<file path="config.mk">
export PLATFORM = sky130hd
export DESIGN_NAME = uart_tx_fifo
export DESIGN_NICKNAME = d
export VERILOG_FILES = /design/src/rtl/uart_pkg.sv /design/src/rtl/uart_fifo_mem.sv /design/src/rtl/uart_tx_fifo.sv
export SDC_FILE = /design/constraint.sdc
export NUM_CORES = 1
export LEC_CHECK = 0
export ABC_AREA = 1
export BUFFER_PORTS_ARGS = -buffer_cell sky130_fd_sc_hd__buf_2
export CAP_MARGIN = 20
export CORE_ASPECT_RATIO = 0.7
export CORE_UTILIZATION = 50
export DETAILED_ROUTE_END_ITERATION = 10
export PLACE_DENSITY = 0.75
export REMOVE_ABC_BUFFERS = 1
export SETUP_SLACK_MARGIN = 0.1
export SKIP_LAST_GASP = 1
export SYNTH_ARGS = -nofsm -noshare
export SYNTH_HDL_FRONTEND = slang
export SYNTH_HIERARCHICAL = 1
export SYNTH_SLANG_ARGS = --single-unit
export TNS_END_PERCENT = 1
</file>
<file path="constraint.sdc">
create_clock -name clock_i -period 4.6 [get_ports clock_i]
set_input_delay 0.46 -clock clock_i [delete_from_list [all_inputs] [get_ports clock_i]]
set_output_delay 0.46 -clock clock_i [all_outputs]
set_load 0.02 [all_outputs]
</file>
<file path="src/rtl/uart_pkg.sv">
// Shared definitions for the UART transmit path: byte width and drain FSM states.
package uart_pkg;

  localparam int unsigned BYTE_W = 8;

  typedef enum logic [1:0] {
    TX_IDLE   = 2'd0,
    TX_STROBE = 2'd1,
    TX_SETTLE = 2'd2
  } tx_state_e;

endpackage

</file>
<file path="src/rtl/uart_fifo_mem.sv">
// DEPTH x byte storage for the transmit FIFO: one synchronous write port, one asynchronous read port.
module uart_fifo_mem
  import uart_pkg::*;
#(
  parameter int unsigned DEPTH  = 16,
  parameter int unsigned ADDR_W = $clog2(DEPTH)
) (
  input  logic              clock_i,
  input  logic              we_i,
  input  logic [ADDR_W-1:0] waddr_i,
  input  logic [BYTE_W-1:0] wdata_i,
  input  logic [ADDR_W-1:0] raddr_i,
  output logic [BYTE_W-1:0] rd_data_c_o
);

  logic [BYTE_W-1:0] mem_q [DEPTH];

  always_ff @(posedge clock_i) begin
    if (we_i) begin
      mem_q[waddr_i] <= wdata_i;
    end
  end

  assign rd_data_c_o = mem_q[raddr_i];

endmodule

</file>
<file path="src/rtl/uart_tx_fifo.sv">
// Byte FIFO plus write sequencer feeding the UART transmitter one strobe at a time.
// Optional sticky overflow flag is built only when UART_TX_FIFO_OVERFLOW_EN is defined.
module uart_tx_fifo
  import uart_pkg::*;
#(
  parameter int unsigned DEPTH       = 16,
  parameter int unsigned LEVEL_WIDTH = $clog2(DEPTH) + 1
) (
  input  logic                   clock_i,
  input  logic                   reset_i,
  input  logic [BYTE_W-1:0]      wr_data_i,
  input  logic                   wr_valid_i,
  output logic                   wr_ready_o,
  input  logic                   flush_i,
  output logic [LEVEL_WIDTH-1:0] level_o,
  output logic                   empty_o,
  output logic                   overflow_o,
  output logic [BYTE_W-1:0]      tx_data_o,
  output logic                   tx_write_o,
  input  logic                   tx_busy_i
);

  localparam int unsigned PTR_W = $clog2(DEPTH);

  logic [PTR_W-1:0]       wr_ptr_q, wr_ptr_d;
  logic [PTR_W-1:0]       rd_ptr_q, rd_ptr_d;
  logic [LEVEL_WIDTH-1:0] level_q, level_d;
  logic [BYTE_W-1:0]      head_data_c;
  tx_state_e              state_q;
  logic                   push_c;
  logic                   pop_c;

  assign wr_ready_o = (level_q != LEVEL_WIDTH'(DEPTH));
  assign empty_o    = (level_q == '0);
  assign level_o    = level_q;

  // Flush wins over both push and pop; the empty guard covers a flush landing on the load edge.
  assign push_c = wr_valid_i && wr_ready_o && !flush_i;
  assign pop_c  = (state_q == TX_STROBE) && !empty_o && !flush_i;

  uart_fifo_mem #(
    .DEPTH (DEPTH),
    .ADDR_W(PTR_W)
  ) u_mem (
    .clock_i    (clock_i),
    .we_i       (push_c),
    .waddr_i    (wr_ptr_q),
    .wdata_i    (wr_data_i),
    .raddr_i    (rd_ptr_q),
    .rd_data_c_o(head_data_c)
  );

  always_comb begin
    wr_ptr_d = wr_ptr_q;
    rd_ptr_d = rd_ptr_q;
    level_d  = level_q;
    if (flush_i) begin
      wr_ptr_d = '0;
      rd_ptr_d = '0;
      level_d  = '0;
    end else begin
      if (push_c) wr_ptr_d = wr_ptr_q + PTR_W'(1);
      if (pop_c)  rd_ptr_d = rd_ptr_q + PTR_W'(1);
      level_d = level_q + LEVEL_WIDTH'(push_c) - LEVEL_WIDTH'(pop_c);
    end
  end

  always_ff @(posedge clock_i or posedge reset_i) begin
    if (reset_i) begin
      wr_ptr_q <= '0;
      rd_ptr_q <= '0;
      level_q  <= '0;
    end else begin
      wr_ptr_q <= wr_ptr_d;
      rd_ptr_q <= rd_ptr_d;
      level_q  <= level_d;
    end
  end

  // Drain sequencer: SETTLE keeps the strobe low for two cycles between writes.
  always_ff @(posedge clock_i or posedge reset_i) begin
    if (reset_i) begin
      state_q    <= TX_IDLE;
      tx_write_o <= 1'b0;
      tx_data_o  <= '0;
    end else begin
      case (state_q)
        TX_IDLE: begin
          if (!empty_o && !tx_busy_i) begin
            tx_data_o  <= head_data_c;
            tx_write_o <= 1'b1;
            state_q    <= TX_STROBE;
          end
        end
        TX_STROBE: begin
          tx_write_o <= 1'b0;
          state_q    <= TX_SETTLE;
        end
        TX_SETTLE: begin
          state_q <= TX_IDLE;
        end
        default: begin
          tx_write_o <= 1'b0;
          state_q    <= TX_IDLE;
        end
      endcase
    end
  end

`ifdef UART_TX_FIFO_OVERFLOW_EN
  logic overflow_q, overflow_d;

  always_comb begin
    overflow_d = overflow_q;
    if (flush_i) begin
      overflow_d = 1'b0;
    end else if (wr_valid_i && !wr_ready_o) begin
      overflow_d = 1'b1;
    end
  end

  always_ff @(posedge clock_i or posedge reset_i) begin
    if (reset_i) begin
      overflow_q <= 1'b0;
    end else begin
      overflow_q <= overflow_d;
    end
  end

  assign overflow_o = overflow_q;
`else
  assign overflow_o = 1'b0;
`endif

endmodule

</file>
**After elaboration in Yosys (flattened, before gate mapping)**

Memories as Yosys holds them, arrays and structs flattened. A register that Yosys moved wholly into a read port is not among the register bits.
Cells that the tools add are included.

- Multiplexer cells: 11
- Bitwise operators: 1
- Reduce and logical (&&, ||, !) cells: 14
- $add $sub $neg: 4
- Eq/ne operators: 4

Operators by type and width:

| cell | count |
|---|---|
| $mux W4 | 4 |
| $add A4 B1 Y4 const B | 2 |
| $add A5 B1 Y5 | 1 |
| $logic_and A1 B1 Y1 | 5 |
| $logic_not A5 Y1 | 1 |
| $mux W5 | 1 |
| $ne A5 B5 Y1 const B | 1 |
| $sub A5 B1 Y5 | 1 |
| $pmux W2 S2 | 1 |
| $reduce_and A2 Y1 | 2 |
| $reduce_bool A2 Y1 | 2 |
| $logic_not A1 Y1 | 3 |
| $mux W1 | 3 |
| $eq A2 B1 Y1 const B | 1 |
| $eq A2 B2 Y1 const B | 1 |
| $logic_not A2 Y1 | 1 |
| $mux W2 | 1 |
| $ne A2 B2 Y1 const B | 1 |
| $pmux W1 S2 | 1 |
| $not A1 Y1 | 1 |

- Logic and storage cells: 40
- Input bits: 13
- Output and inout port bits: 17
- Memories: 1
- Bits in writable memories: 128
- Register bits after elaboration: 16

Memories:

| memory | depth | width | rd ports | clocked after memory_dff | write ports | RTL line | text |
|---|---|---|---|---|---|---|---|
| u_mem.mem_q | 16 | 8 | 1 | 1 | 1 | uart_fifo_mem.sv:16 | `logic [BYTE_W-1:0] mem_q [DEPTH];` |

**Longest topological paths before layout**

- Depth after elaboration: 6
- Depth in mapped cells: 14
- Gate-level depth less buffers: 14

**Modules after synthesis**

The synthesis kept the hierarchy.

By module, submodules not included:

| module | area each (µm²) | times used | sequential area each (µm²) | cells each |
|---|---|---|---|---|
| uart_fifo_mem | 5606.6 | 1 | 3843.7 | 543 |
| uart_tx_fifo | 1351.3 | 1 | 600.6 | 156 |

**Least setup slack after synthesis**

OpenSTA, ideal clock, no wires.

- Path kind: register to register
- Start point: register level_q[2] (netlist: level_o[2])
- End point: register level_q[4] (netlist: level_o[4])
- Period minus slack after synthesis: 2.556 ns
- Required time: 4.481 ns
- Path buffers: 0
- Cell stages (with the launch flop): 13
- Setup time: 0.119 ns
- Arrival time: 2.437 ns
- Path slack: 2.044 ns
- Cell sequence: dfrtp_1 inv_1 ha_1 nand3_2 nand3_1 ha_1 inv_1 ha_1 inv_1 fa_1 nand3b_1 a21oi_1 nor2_1

- Cells in the longest elaborated chain, start to end: 6
- Elaborated cells between the ends (all ways): 10
- Classes of those cells: add/sub (2); eq/ne (1); mux (1); reduce/logical (6)

RTL lines:

| what | RTL line | text |
|---|---|---|
| from (decl) | uart_tx_fifo.sv:27 | `logic [LEVEL_WIDTH-1:0] level_q, level_d;` |
| from (signal assigned) | uart_tx_fifo.sv:76 | `level_q <= level_d;` |
| $ne A5 B5 Y1 | uart_tx_fifo.sv:33 | `assign wr_ready_o = (level_q != LEVEL_WIDTH'(DEPTH));` |
| via wr_ready_o | uart_tx_fifo.sv:13 | `output logic wr_ready_o,` |
| $logic_and A1 B1 Y1 (2 in series) | uart_tx_fifo.sv:38 | `assign push_c = wr_valid_i && wr_ready_o && !flush_i;` |
| $add A5 B1 Y5 | uart_tx_fifo.sv:64 | `level_d = level_q + LEVEL_WIDTH'(push_c) - LEVEL_WIDTH'(pop_c);` |
| $sub A5 B1 Y5 | uart_tx_fifo.sv:64 |  |
| $mux W5 | uart_tx_fifo.sv:57 | `if (flush_i) begin` |
| via level_d[4] | uart_tx_fifo.sv:27 |  |

The timed path passes the listed nets, and every way through them passes these cells.
A chain may end at the register's enable or synchronous reset.

**Final worst setup path**

- Start point: register level_q[2] (netlist: level_o[2])
- End point: register level_q[4] (netlist: level_o[4])

- Cells in the longest elaborated chain, start to end: 6
- Elaborated cells between the ends (all ways): 10
- Classes of those cells: add/sub (2); eq/ne (1); mux (1); reduce/logical (6)

RTL lines:

| what | RTL line |
|---|---|
| $ne A5 B5 Y1 or $logic_not A5 Y1 (tied branches) | uart_tx_fifo.sv:33, uart_tx_fifo.sv:34 |
| $logic_and A1 B1 Y1 or $logic_not A1 Y1 (tied branches) | uart_tx_fifo.sv:38, uart_tx_fifo.sv:39 |
| $logic_and A1 B1 Y1 (on tied branches) | uart_tx_fifo.sv:38, uart_tx_fifo.sv:39 |
| $add A5 B1 Y5 or $logic_and A1 B1 Y1 (tied branches) | uart_tx_fifo.sv:64, uart_tx_fifo.sv:39 |
| $sub A5 B1 Y5 * | uart_tx_fifo.sv:64 |
| $mux W5 * | uart_tx_fifo.sv:57 |
| via level_d[4] | uart_tx_fifo.sv:27 |

The timed path passes the listed nets; every way through them passes the cells marked *.

==> results.md <==
* H-tree levels at 4
* Switching part of the total at 0.338
* Clock Tree Buf Depth at 2
* Overall Power at 4.11 mW
* CP Class: flop to flop
* Worst skew pair latency at 430 ps
* Flops & latches, synth at between 150 and 200
* IO Pins at 30
* CP Launch Type: flop
* Min Tclk post-route at around 2700 ps
* Final Cycle Share at 0.594
* Layout area overhead at 11.1%
* Cells after synthesis at 699
* Final hold vios at 0
* Gpl congestion at 0.869
* Commonest non-fill, non-tap cell in the layout: nand2_1
* Final Setup Violations at 0
* Starting Density at 0.521
* Critical Path Fanout Max at 13
* Fin util at 0.579
* PD cells at 531 nW/um2
* Fin Setup TNS at 0 ps
* Final Skew at between 10 and 15 ps
* Achievable Freq at 366 MHz
* CTS tree: done
* Drt via density at 5.26
* Seq/Total Area, Yosys at 0.639
* Asr flop ratio synth at 0.158
* Max cap viols at 0
* Crit. End Element: flop
* Count of final max-slew check failures at 0
* Number of synthesized flops with an enable pin at 128
* Status: finished clean
* Reg clk slew, reported paths at 60 ps
* Routed WL at around 15000 um
* Row Count at 35
* Die width at 143 um
* Wire length per cell at between 15 and 20 um
* I/O Buffers at 28
* Maximum vdd ir drop at 0.319 mV
* Antenna Diode Count at 0
* Fin area at 7730 um2
* Critical Path RT at 4910 ps
* Final ANT Viol Nets at 0
* Area of the multi-input gates at 1850 um2
* Internal power at 2.72 mW
* LEAKAGE at 3.44 nW
* Sequential cell area at 4450 um2
* Post-Place Cell Area at 7150 um2
* Rel. slew slack at 0.334
* Fraction of layout cells with a size suffix above 1 at 0.102
* Commonest non-fill, non-tap cells in the layout: nand2_1, edfxtp_1, inv_1, nand3_1
* Total GRT Usage at 0.233
* First-pass GRT wire length at 24300 um
* Largest net degree at the start of global routing at 70
* Syn Area/Cell at 9.95 um2
* Ys flop type: edfxtp_1
* Die Footprint at 14400 um2
* Arr. time, crit path at 3040 ps
* Synth unique cells at 25
* Switching pwr at around 1.4 mW
* Residual DRC at 0
* Number of DRC markers in iteration 0 at roughly 530
* Final nets at 743
* DPL Wire Length at about 9500 um
* Resize count post-CTS at 0
* Root buffer cell: clkbuf_16
* Total number of vias at 4836
* RSZ-0062 raised after global routing: no
* Warnings, synthesis at 6
* Initial antenna violation count at 0
* Seq pwr share at 0.405
* Least-Margin Pin Slew at 995 ps
* Layout fillers at 1057
* CTS Hold Bufs at 0
* Post-CTS setup buffer count at 0
* Sink Count at 152
* Combinational power share at 0.272
* Cts bufs inserted at 17
* Synthesized area at between 6000 and 7000 um2
* GRT overflow at 0
* Power share of the clock group at 0.323
* Core area at 13400 um2
* Hold/Removal Path Class: input port to asynchronous set/reset pin
* Pre-antenna DRT Iters at 5
* Vias in the first global route at 4713
* Die Height at 101 um
[worst paths after layout]
kind,startpoint,slack (ps),to,cells after the start
worst max register to register,level_o[2]$_DFF_PP0_,1870,level_o[4]$_DFF_PP0_,13
worst min register to register,tx_data_o[1]$_DFFE_PP0P_,470,tx_data_o[1]$_DFFE_PP0P_,2
min in group clock_i,flush_i,310,level_o[1]$_DFF_PP0_,2
worst max-delay path,level_o[2]$_DFF_PP0_,1870,level_o[4]$_DFF_PP0_,13
max in group asynchronous,reset_i,3720,rd_ptr_q[0]$_DFFE_PP0P_,2
worst min-delay path,reset_i,230,tx_data_o[3]$_DFFE_PP0P_,2
[cells by family after synthesis]
logic type / Yosys count / synth area share
other cells: 1 / 0.000539
compound gates: 3 / 0.00216
flops: 152 / 0.639
fa+ha+maj: 9 / 0.0173
xor+xnor: 3 / 0.00378
simple gates: 381 / 0.243
buf+inv: 150 / 0.0949
[through the flow]
stage / worst slack, ps / instances / hold WS, ps
3_5_place_dp: 1910 / 886 / 460
4_1_cts: 1880 / 918 / 251
2_1_floorplan: 1880 / 671 / 475
3_3_place_gp: 2000 / 886 / 456
6_report: 1870 / 919 / 232
5_1_grt: 1610 / 919 / 296
[layout make-up]
cell class,instances,share of cell area
flip-flops and latches,152,0.575
repair buffers,31,0.0227
inverters,122,0.0596
multi-input cells,397,0.240
clock inverters,13,0.0168
well taps,185,0.0299
clock buffers,19,0.0560
[synth_stat cells (4+ instances only)]
| cell | number | area (um2) |
|---|---|---|
| edfxtp_1 | 128 | 3840 |
| nand4_1 | 14 | 87.6 |
| inv_1 | 116 | 435 |
| buf_6 | 7 | 78.8 |
| ha_1 | 8 | 100 |
| buf_4 | 7 | 52.6 |
| nand3_1 | 109 | 546 |
| buf_2 | 13 | 65.1 |
| dfrtp_1 | 24 | 601 |
| nor2_1 | 28 | 105 |
| inv_2 | 4 | 15.0 |
| nand3b_1 | 4 | 30.0 |
| nand2_1 | 216 | 811 |
[flip-flops by register name, indices dropped and copies added, names as in the netlist]
register and flops:
u_mem/mem_q 128, tx_data_o 8, level_o 5, rd_ptr_q 4, wr_ptr_q 4, state_q 2, tx_write_o 1
[critical path, cell delays in order (launching register included)]
cell and delay (ps):
dfrtp_1 400, inv_1 110, ha_1 240, nand3_4 200, nand2_2 200, nor2_1 60, ha_1 270, inv_1 50
ha_1 180, inv_1 70, fa_1 420, nand3b_1 190, a21oi_1 160, nor2_1 60
[power by group through the flow]
stage               sequential, mW  clock [mW]  combinational [mW]
detailed placement            1.69           0                1.09
CTS                           1.66        1.34                1.10
floorplan                     1.80           0               0.637
finish                        1.66        1.33                1.12
global placement              1.68           0                1.05
global route                  1.67        1.40                1.25
[routing by layer]
layer | global-route usage | routed length [um] | vias up
met1 | 0.326 | 6600 | 2264
met5 | 0 | 0 | -
met3 | 0.0556 | 1370 | 30
met2 | 0.350 | 6560 | 237
met4 | 0.0993 | 268 | 0
li1 | - | - | 2305
Power figures use the tool's default switching activity.
